===== src/rtl/pwm_pkg.sv =====
// Shared definitions for the PWM capture block: FSM states and duty-width derivation.
package pwm_pkg;

   localparam int unsigned STEPS_DEF = 256;

   // Number of quotient bits needed to express a duty in [0, steps-1].
   function automatic int unsigned duty_width(input int unsigned steps);
      return $clog2(steps);
   endfunction

   typedef enum logic [0:0] {
      StIdle,
      StMeasure
   } meas_state_e;

endpackage


===== src/rtl/serial_div.sv =====
// Restoring unsigned divider producing one quotient bit per cycle.
// The caller guarantees num_i >> W_QUO < den_i, so the quotient fits in W_QUO bits.
module serial_div #(
   parameter int unsigned W_NUM = 24,
   parameter int unsigned W_DEN = 16,
   parameter int unsigned W_QUO = 8
) (
   input  logic             clk,
   input  logic             rst,
   input  logic             start_i,
   input  logic [W_NUM-1:0] num_i,
   input  logic [W_DEN-1:0] den_i,
   output logic             busy_o,
   output logic             done_o,
   output logic [W_QUO-1:0] quot_o
);

   localparam int unsigned W_STEP = $clog2(W_QUO + 1);

   logic [W_DEN:0]   rem_q, rem_d;
   logic [W_QUO-1:0] nlo_q, nlo_d;
   logic [W_QUO-1:0] quo_q, quo_d;
   logic [W_DEN-1:0] den_q, den_d;
   logic [W_STEP-1:0] step_q, step_d;
   logic             busy_q, busy_d;

   logic [W_DEN:0]   trial;
   logic             fits;
   logic [W_QUO-1:0] quo_next;
   logic             last_step;

   // Trial subtraction, next-state and handshake outputs
   always_comb begin
      trial     = {rem_q[W_DEN-1:0], nlo_q[W_QUO-1]};
      fits      = (trial >= {1'b0, den_q});
      quo_next  = (quo_q << 1) | W_QUO'(fits);
      last_step = (step_q == W_STEP'(W_QUO - 1));

      rem_d  = rem_q;
      nlo_d  = nlo_q;
      quo_d  = quo_q;
      den_d  = den_q;
      step_d = step_q;
      busy_d = busy_q;

      if (busy_q) begin
         rem_d  = fits ? (trial - {1'b0, den_q}) : trial;
         nlo_d  = nlo_q << 1;
         quo_d  = quo_next;
         step_d = step_q + 1'b1;
         if (last_step) begin
            busy_d = 1'b0;
         end
      end else if (start_i) begin
         // Upper part of the numerator is already below the divisor
         rem_d  = (W_DEN + 1)'(num_i >> W_QUO);
         nlo_d  = num_i[W_QUO-1:0];
         den_d  = den_i;
         quo_d  = '0;
         step_d = '0;
         busy_d = 1'b1;
      end

      busy_o = busy_q;
      done_o = busy_q & last_step;
      quot_o = quo_next;
   end

   // Divider state registers
   always_ff @(posedge clk or posedge rst) begin
      if (rst) begin
         rem_q  <= '0;
         nlo_q  <= '0;
         quo_q  <= '0;
         den_q  <= '0;
         step_q <= '0;
         busy_q <= 1'b0;
      end else begin
         rem_q  <= rem_d;
         nlo_q  <= nlo_d;
         quo_q  <= quo_d;
         den_q  <= den_d;
         step_q <= step_d;
         busy_q <= busy_d;
      end
   end

endmodule


===== src/rtl/pwm_capture.sv =====
// Measures high time, period and scaled duty of an asynchronous PWM input.
module pwm_capture
   import pwm_pkg::*;
#(
   parameter  int unsigned STEPS       = STEPS_DEF,
   parameter  int unsigned W_CNT       = 16,
   parameter  int unsigned SYNC_STAGES = 2,
   localparam int unsigned W_DUTY      = duty_width(STEPS)
) (
   input  logic              clk,
   input  logic              rst,
   input  logic              pwm_in,
   output logic [W_CNT-1:0]  high_o,
   output logic [W_CNT-1:0]  period_o,
   output logic [W_DUTY-1:0] duty_o,
   output logic              valid_o,
   output logic              overrun_o,
   output logic              stuck_o,
   output logic              stuck_lvl_o
);

   localparam logic [W_CNT-1:0] CNT_MAX = '1;

   logic [SYNC_STAGES-1:0] sync_q, sync_d;
   logic                   dly_q, dly_d;
   logic                   lvl, rise, fall;

   meas_state_e            state_q, state_d;
   logic [W_CNT-1:0]       cnt_q, cnt_d;
   logic [W_CNT-1:0]       hcnt_q, hcnt_d;
   logic                   fall_seen_q, fall_seen_d;
   logic [W_CNT-1:0]       lat_high_q, lat_high_d;
   logic [W_CNT-1:0]       lat_per_q, lat_per_d;
   logic [W_CNT-1:0]       per_now;

   logic [W_CNT-1:0]       high_q, high_d;
   logic [W_CNT-1:0]       period_q, period_d;
   logic [W_DUTY-1:0]      duty_q, duty_d;
   logic                   valid_q, valid_d;
   logic                   overrun_q, overrun_d;
   logic                   stuck_q, stuck_d;
   logic                   stuck_lvl_q, stuck_lvl_d;

   logic                   div_start, div_busy, div_done;
   logic [W_DUTY-1:0]      div_quot;

   // Synchronizer, edge detection and measurement FSM
   always_comb begin
      sync_d = {sync_q[SYNC_STAGES-2:0], pwm_in};
      lvl    = sync_q[SYNC_STAGES-1];
      dly_d  = lvl;
      rise   = lvl & ~dly_q;
      fall   = ~lvl & dly_q;
      // A rise exactly at the timeout count would overflow; saturate instead
      per_now = (cnt_q == CNT_MAX) ? CNT_MAX : cnt_q + 1'b1;

      state_d     = state_q;
      cnt_d       = cnt_q;
      hcnt_d      = hcnt_q;
      fall_seen_d = fall_seen_q;
      lat_high_d  = lat_high_q;
      lat_per_d   = lat_per_q;
      overrun_d   = 1'b0;
      stuck_d     = stuck_q;
      stuck_lvl_d = stuck_lvl_q;
      div_start   = 1'b0;

      unique case (state_q)
         StIdle: begin
            if (rise) begin
               cnt_d       = '0;
               hcnt_d      = '0;
               fall_seen_d = 1'b0;
               stuck_d     = 1'b0;
               state_d     = StMeasure;
            end
         end
         StMeasure: begin
            if (rise) begin
               if (!div_busy) begin
                  div_start  = 1'b1;
                  lat_high_d = hcnt_q;
                  lat_per_d  = per_now;
               end else begin
                  overrun_d = 1'b1;
               end
               cnt_d       = '0;
               hcnt_d      = '0;
               fall_seen_d = 1'b0;
            end else if (cnt_q == CNT_MAX) begin
               stuck_d     = 1'b1;
               stuck_lvl_d = lvl;
               state_d     = StIdle;
            end else begin
               cnt_d = cnt_q + 1'b1;
               // Delayed level is used so the rise cycle itself counts as high
               if (dly_q && !fall_seen_q) begin
                  hcnt_d = hcnt_q + 1'b1;
               end
               if (fall) begin
                  fall_seen_d = 1'b1;
               end
            end
         end
         default: state_d = StIdle;
      endcase
   end

   serial_div #(
      .W_NUM (W_CNT + W_DUTY),
      .W_DEN (W_CNT),
      .W_QUO (W_DUTY)
   ) u_div (
      .clk     (clk),
      .rst     (rst),
      .start_i (div_start),
      .num_i   ({hcnt_q, {W_DUTY{1'b0}}}),
      .den_i   (per_now),
      .busy_o  (div_busy),
      .done_o  (div_done),
      .quot_o  (div_quot)
   );

   // Result registers update together when the divider finishes
   always_comb begin
      high_d   = high_q;
      period_d = period_q;
      duty_d   = duty_q;
      valid_d  = 1'b0;
      if (div_done) begin
         high_d   = lat_high_q;
         period_d = lat_per_q;
         duty_d   = div_quot;
         valid_d  = 1'b1;
      end
   end

   // State and output registers
   always_ff @(posedge clk or posedge rst) begin
      if (rst) begin
         sync_q      <= '0;
         dly_q       <= 1'b0;
         state_q     <= StIdle;
         cnt_q       <= '0;
         hcnt_q      <= '0;
         fall_seen_q <= 1'b0;
         lat_high_q  <= '0;
         lat_per_q   <= '0;
         high_q      <= '0;
         period_q    <= '0;
         duty_q      <= '0;
         valid_q     <= 1'b0;
         overrun_q   <= 1'b0;
         stuck_q     <= 1'b0;
         stuck_lvl_q <= 1'b0;
      end else begin
         sync_q      <= sync_d;
         dly_q       <= dly_d;
         state_q     <= state_d;
         cnt_q       <= cnt_d;
         hcnt_q      <= hcnt_d;
         fall_seen_q <= fall_seen_d;
         lat_high_q  <= lat_high_d;
         lat_per_q   <= lat_per_d;
         high_q      <= high_d;
         period_q    <= period_d;
         duty_q      <= duty_d;
         valid_q     <= valid_d;
         overrun_q   <= overrun_d;
         stuck_q     <= stuck_d;
         stuck_lvl_q <= stuck_lvl_d;
      end
   end

   assign high_o      = high_q;
   assign period_o    = period_q;
   assign duty_o      = duty_q;
   assign valid_o     = valid_q;
   assign overrun_o   = overrun_q;
   assign stuck_o     = stuck_q;
   assign stuck_lvl_o = stuck_lvl_q;

endmodule


===== config.mk =====
export PLATFORM = sky130hd
export DESIGN_NAME = pwm_capture
export DESIGN_NICKNAME = d
export VERILOG_FILES = /design/src/rtl/pwm_pkg.sv /design/src/rtl/serial_div.sv /design/src/rtl/pwm_capture.sv
export SDC_FILE = /design/constraint.sdc
export NUM_CORES = 1
export LEC_CHECK = 0
export CAP_MARGIN = 20
export CORE_MARGIN = 10
export CORE_UTILIZATION = 45
export DETAILED_ROUTE_END_ITERATION = 8
export GPL_TIMING_DRIVEN = 1
export PLACE_DENSITY = 0.59
export SLEW_MARGIN = 40
export SYNTH_ARGS = -nofsm -noshare
export SYNTH_HDL_FRONTEND = slang
export SYNTH_SLANG_ARGS = --single-unit

===== constraint.sdc =====
create_clock -name clk -period 14.7 [get_ports clk]
set_input_delay 3.675 -clock clk [delete_from_list [all_inputs] [get_ports clk]]
set_output_delay 3.675 -clock clk [all_outputs]
set_load 0.005 [all_outputs]

After elaboration in Yosys (flattened, before gate mapping)
Cells that the tools add are included.

Flip-flop bits (word level): 165. Output and inout port bits: 44. Logic and storage cells: 92.

Add/sub/neg operators: 4. $lt $le $gt $ge: 1. Equal/unequal tests: 8. Muxes and demuxes: 39. Bitwise gates (word level): 9. Reductions and logical operators: 10.

Operators by type and width (number): $mux W16 (10); $pmux W16 S2 (2); $add A16 B1 Y16 const B (2); $mux W1 (19); $ge A17 B16 Y1 (1); $eq A16 B16 Y1 const B (1); $mux W8 (2); $sub A16 B16 Y16 (1); $reduce_and A3 Y1 (5); $mux W4 (2); $or A8 B1 Y8 (1); $mux W7 (1); $ne A3 B3 Y1 const B (2); $pmux W1 S2 (3); $not A1 Y1 (5); $add A4 B1 Y4 const B (1); $eq A4 B3 Y1 const B (1); $ne A2 B2 Y1 const B (2); $reduce_and A2 Y1 (2); $and A1 B1 Y1 (3); $ne A3 B2 Y1 const B (1); $ne A2 B1 Y1 const B (1); $reduce_bool A2 Y1 (1); $logic_and A1 B1 Y1 (1); $logic_not A1 Y1 (1).

Logic depth before layout (Yosys ltp)
Depth after elaboration: 6. Mapped depth: 12. Depth with buffers taken out: 10.

By module
Synthesis repeated with hierarchy kept, for this count alone.

Cells, all modules: 842. Area, all modules: 8237.9 sq um.

By module, submodules not included: pwm_capture (instances 1, cells each 469, area an instance 5021.1 sq um, sequential area each 2827.7 sq um); serial_div (instances 1, cells each 373, area an instance 3216.8 sq um, sequential area each 1301.2 sq um).

Worst setup path after synthesis
Ideal clock, no wire load.

Path kind: register -> output. Start point: register stuck_q (netlist: stuck_o). End point: output port stuck_o. Arrival time: 373 ps. Required time: 11025 ps. Slack: 10652 ps. Stages on the path, launching flop included: 1. Path buffers: 0. Cell sequence: dfrtp_1.

RTL lines: start: declaration (line pwm_capture.sv:41) `logic stuck_q, stuck_d;`; start signal: assignment (line pwm_capture.sv:170) `stuck_q <= stuck_d;`; end: declaration (line pwm_capture.sv:18) `output logic stuck_o,`.

No word-level cell between the ends.

Worst setup path after layout
Start point: register stuck_q (netlist: stuck_o). End point: output port stuck_o.

No word-level cell between the ends.

==> results.txt <==
Critical Path RT - 11020 ps
Die H - 149 µm
initial core utilization - 45.5%
total core area - 16500 µm²
1st-iter DRT viols - 323
max-cap viol count - 0
synthesized area per cell - 9.54 µm²
most common cell after layout, fill and taps aside - nand2_1
Net Count, Synth - 810
share of cells above drive strength 1 - 8.38%
final WL - 16900 µm
worst path arrival time - 1330 ps
TritonRoute pass-1 iters - 5
Post-synth top flop - dfrtp_1
crit end category - output pin
vias - 5613
IO Port Bufs - 46
#FFs+latches synth - 157
worst hold path endpoint - sync_q[1]
Hold/Removal Path Class - reg2reg
DRC - 0
CTS tree - done
die area - 22200 µm²
antenna violations before repair - 0
pwr/cell area - 212 nW/µm²
main combinational cell family by area after synthesis - simple AND/OR/NAND/NOR gates
Setup Skew - 12.1 ps
HPWL Detailed - 11600 µm
n_diodes - 0
RSZ-0062 raised after global routing - false
pin count of the biggest net entering global routing - 82
CTS sink cnt - 157
cell area after synthesis - 7490 µm²
Post-Synth Adder-Cell Area - 3.61%
Routed WL per cell - 16.0 µm
I/O pin cnt - 47
Worst-Margin Slew - 697 ps
grt total ovfl - 0
critical path buffer and inverter count - 1
CTS buffer count - 17
most frequent cells in the layout - nand2_1, dfrtp_1, nor2_1
simple-gate portion of the synthesized area - 19.6%
leakage - 0.00426 µW
yosys synthesis warning count - 0
min Tclk post-route - 5010 ps
WHS Path Cells - 0
Worst Min Path Start - sync_q[0]
Post-layout nets - 846
count of flip-flops with a built-in enable after synthesis - 0
asr flop ratio synth - 100%
GRT Util Overall - 15.6%
Setup TNS - 0 ps
fin area - 8840 µm²
Synth cell types - 53
Reg2Reg Launch Point - u_div.den_q[14]
r2r endpoint - u_div.rem_q[12]
Max IR drop VDD - 0.126 mV
CTS Hold Bufs - 0
Hold Vio Cnt, Final - 0
Worst setup SP type - flip-flop
post_cts resized - 0
final-report setup violation count - 0
CP max stage delay - 520 ps
H-tree level count - 4
Slowest-stage cell, CP - clkdlybuf4s50_1
# rows - 47
number of global-route vias before repair - 5523
FF/Latch Area - 3930 µm²
period utilization - 34.1%
xor/xnor share of the synthesized area - 6.54%
Register-to-Register Path Depth - 9
Skew-Pair Late Insertion Delay - 430 ps
Post-CTS Repair Setup Buffers - 0
Slew Limit Fails - 0
max frequency - 200 MHz
cell family with most CP delay - buffers and inverters
fill count - 1499
Synth Area in Compound Gates - 11.1%
internal reg-to-reg setup slack - 11910 ps
Syn Inst Count - 786
die width - 149 µm
outcome - finished clean
Multi-input gate area - 3320 µm²
RePlAce Congestion - 0.857
via-per-instance ratio - 5.32
Clock transition at path regs - 70 ps
synthesis-to-layout area growth - 18.0%
CP Max Fanout - 3
Root Buffer - clkbuf_16
first-pass GRT wire length - 27800 µm
Clock Tree Buf Depth - 2
mux cell area share after synthesis - 3.22%
slew margin rel. - 53.5%
sequential area share after synthesis - 52.4%
CP Cell Sequence - clkdlybuf4s50_1
Setup CP Type - reg2out
post-route ant nets - 0
Placed Area - 8200 µm²
-- layout make-up --
class                      count  share of cell area (%)
clock buffer                  17                    4.81
tap                          220                    3.11
inverter                      28                    1.25
timing repair buffer          57                    6.55
sequential                   157                    44.4
clock inverter                15                    2.25
multi-input combinational    561                    37.6
-- synthesized netlist by cell type, types with 2 or more instances --
| library cell | number | area [µm²] |
|---|---|---|
| o22a_1 | 2 | 17.5 |
| xnor2_1 | 19 | 166 |
| buf_1 | 4 | 15.0 |
| and4_1 | 4 | 35.0 |
| buf_2 | 4 | 20.0 |
| dfrtp_1 | 157 | 3930 |
| a211o_1 | 3 | 26.3 |
| nor3_1 | 4 | 20.0 |
| a211oi_1 | 15 | 113 |
| ha_1 | 20 | 250 |
| mux2i_1 | 5 | 50.1 |
| mux2_2 | 17 | 191 |
| o211ai_1 | 2 | 15.0 |
| and3_1 | 23 | 144 |
| a22oi_1 | 13 | 97.6 |
| o31ai_1 | 3 | 22.5 |
| nand2b_1 | 2 | 12.5 |
| clkbuf_1 | 32 | 120 |
| and2_1 | 3 | 18.8 |
| a21o_1 | 5 | 37.5 |
| a31oi_1 | 14 | 87.6 |
| a311oi_1 | 2 | 17.5 |
| nand4_1 | 6 | 37.5 |
| o21a_1 | 3 | 22.5 |
| nor2_1 | 65 | 244 |
| o22ai_1 | 2 | 12.5 |
| or2_2 | 2 | 12.5 |
| xor2_1 | 37 | 324 |
| nand2_1 | 196 | 736 |
| o21ai_0 | 22 | 110 |
| inv_1 | 27 | 101 |
| a21oi_1 | 30 | 150 |
| nor2b_1 | 4 | 25.0 |
| nand3_1 | 17 | 85.1 |
| or3_1 | 2 | 12.5 |
| nand4b_1 | 3 | 26.3 |
-- metal layers --
metal	vias to the layer above	track usage [%]	part of all wire, %
li1	2729	-	-
met1	2782	20.6	48
met2	84	24.9	47
met3	18	3.06	3.3
met4	0	5.59	1.3
met5	-	0	0
-- power by group --
| group | switching (µW) | internal [µW] | leakage (µW) |
|---|---|---|---|
| Clock | 194 | 273 | 0.000297 |
| Combinational | 434 | 330 | 0.00195 |
| Sequential | 79.2 | 560 | 0.00201 |
| Total | 707 | 1160 | 0.00426 |
-- how the worst max path moves through the flow --
stage                        from              to  slack [ps]  depth (start not counted)
after floorplan               rst        cnt_q[0]        6790                          1
after global routing          rst       high_o[0]        9630                          4
after global placement        rst  u_div.quo_q[0]        8910                          3
final                     stuck_o         stuck_o        9690                          1
after CTS                     rst       duty_o[3]        9660                          3
after detailed placement      rst   lat_high_q[1]        9200                          3
-- state kept, by name, summed over array words and instances (netlist names), 4 cells and up --
signal and cells:
u_div.quo_q 7, lat_per_q 16, duty_o 8, hcnt_q 16, u_div.rem_q 16, high_o 16, cnt_q 16, period_o 16
u_div.step_q 4, u_div.den_q 16, lat_high_q 16
-- through the flow --
stage	total power [µW]	setup WS (ps)	instances	hold WS, ps	util, %
6_report	1870	9690	1055	359	53.7
3_5_place_dp	1410	9200	1022	338	49.8
3_3_place_gp	1390	8910	1021	338	49.5
4_1_cts	1890	9660	1054	363	53.6
2_1_floorplan	1190	6790	786	331	-
5_1_grt	2010	9630	1055	364	53.7
-- kinds of logic after synthesis --
group	count (synthesis)
buffers and inverters	68
AOI/OAI and AO/OA	125
DFF	157
xor gates and xnor gates	56
adders and majority gates	21
and+or+nand+nor	337
muxes	22
No activity file was read; power rests on OpenSTA's default activity.
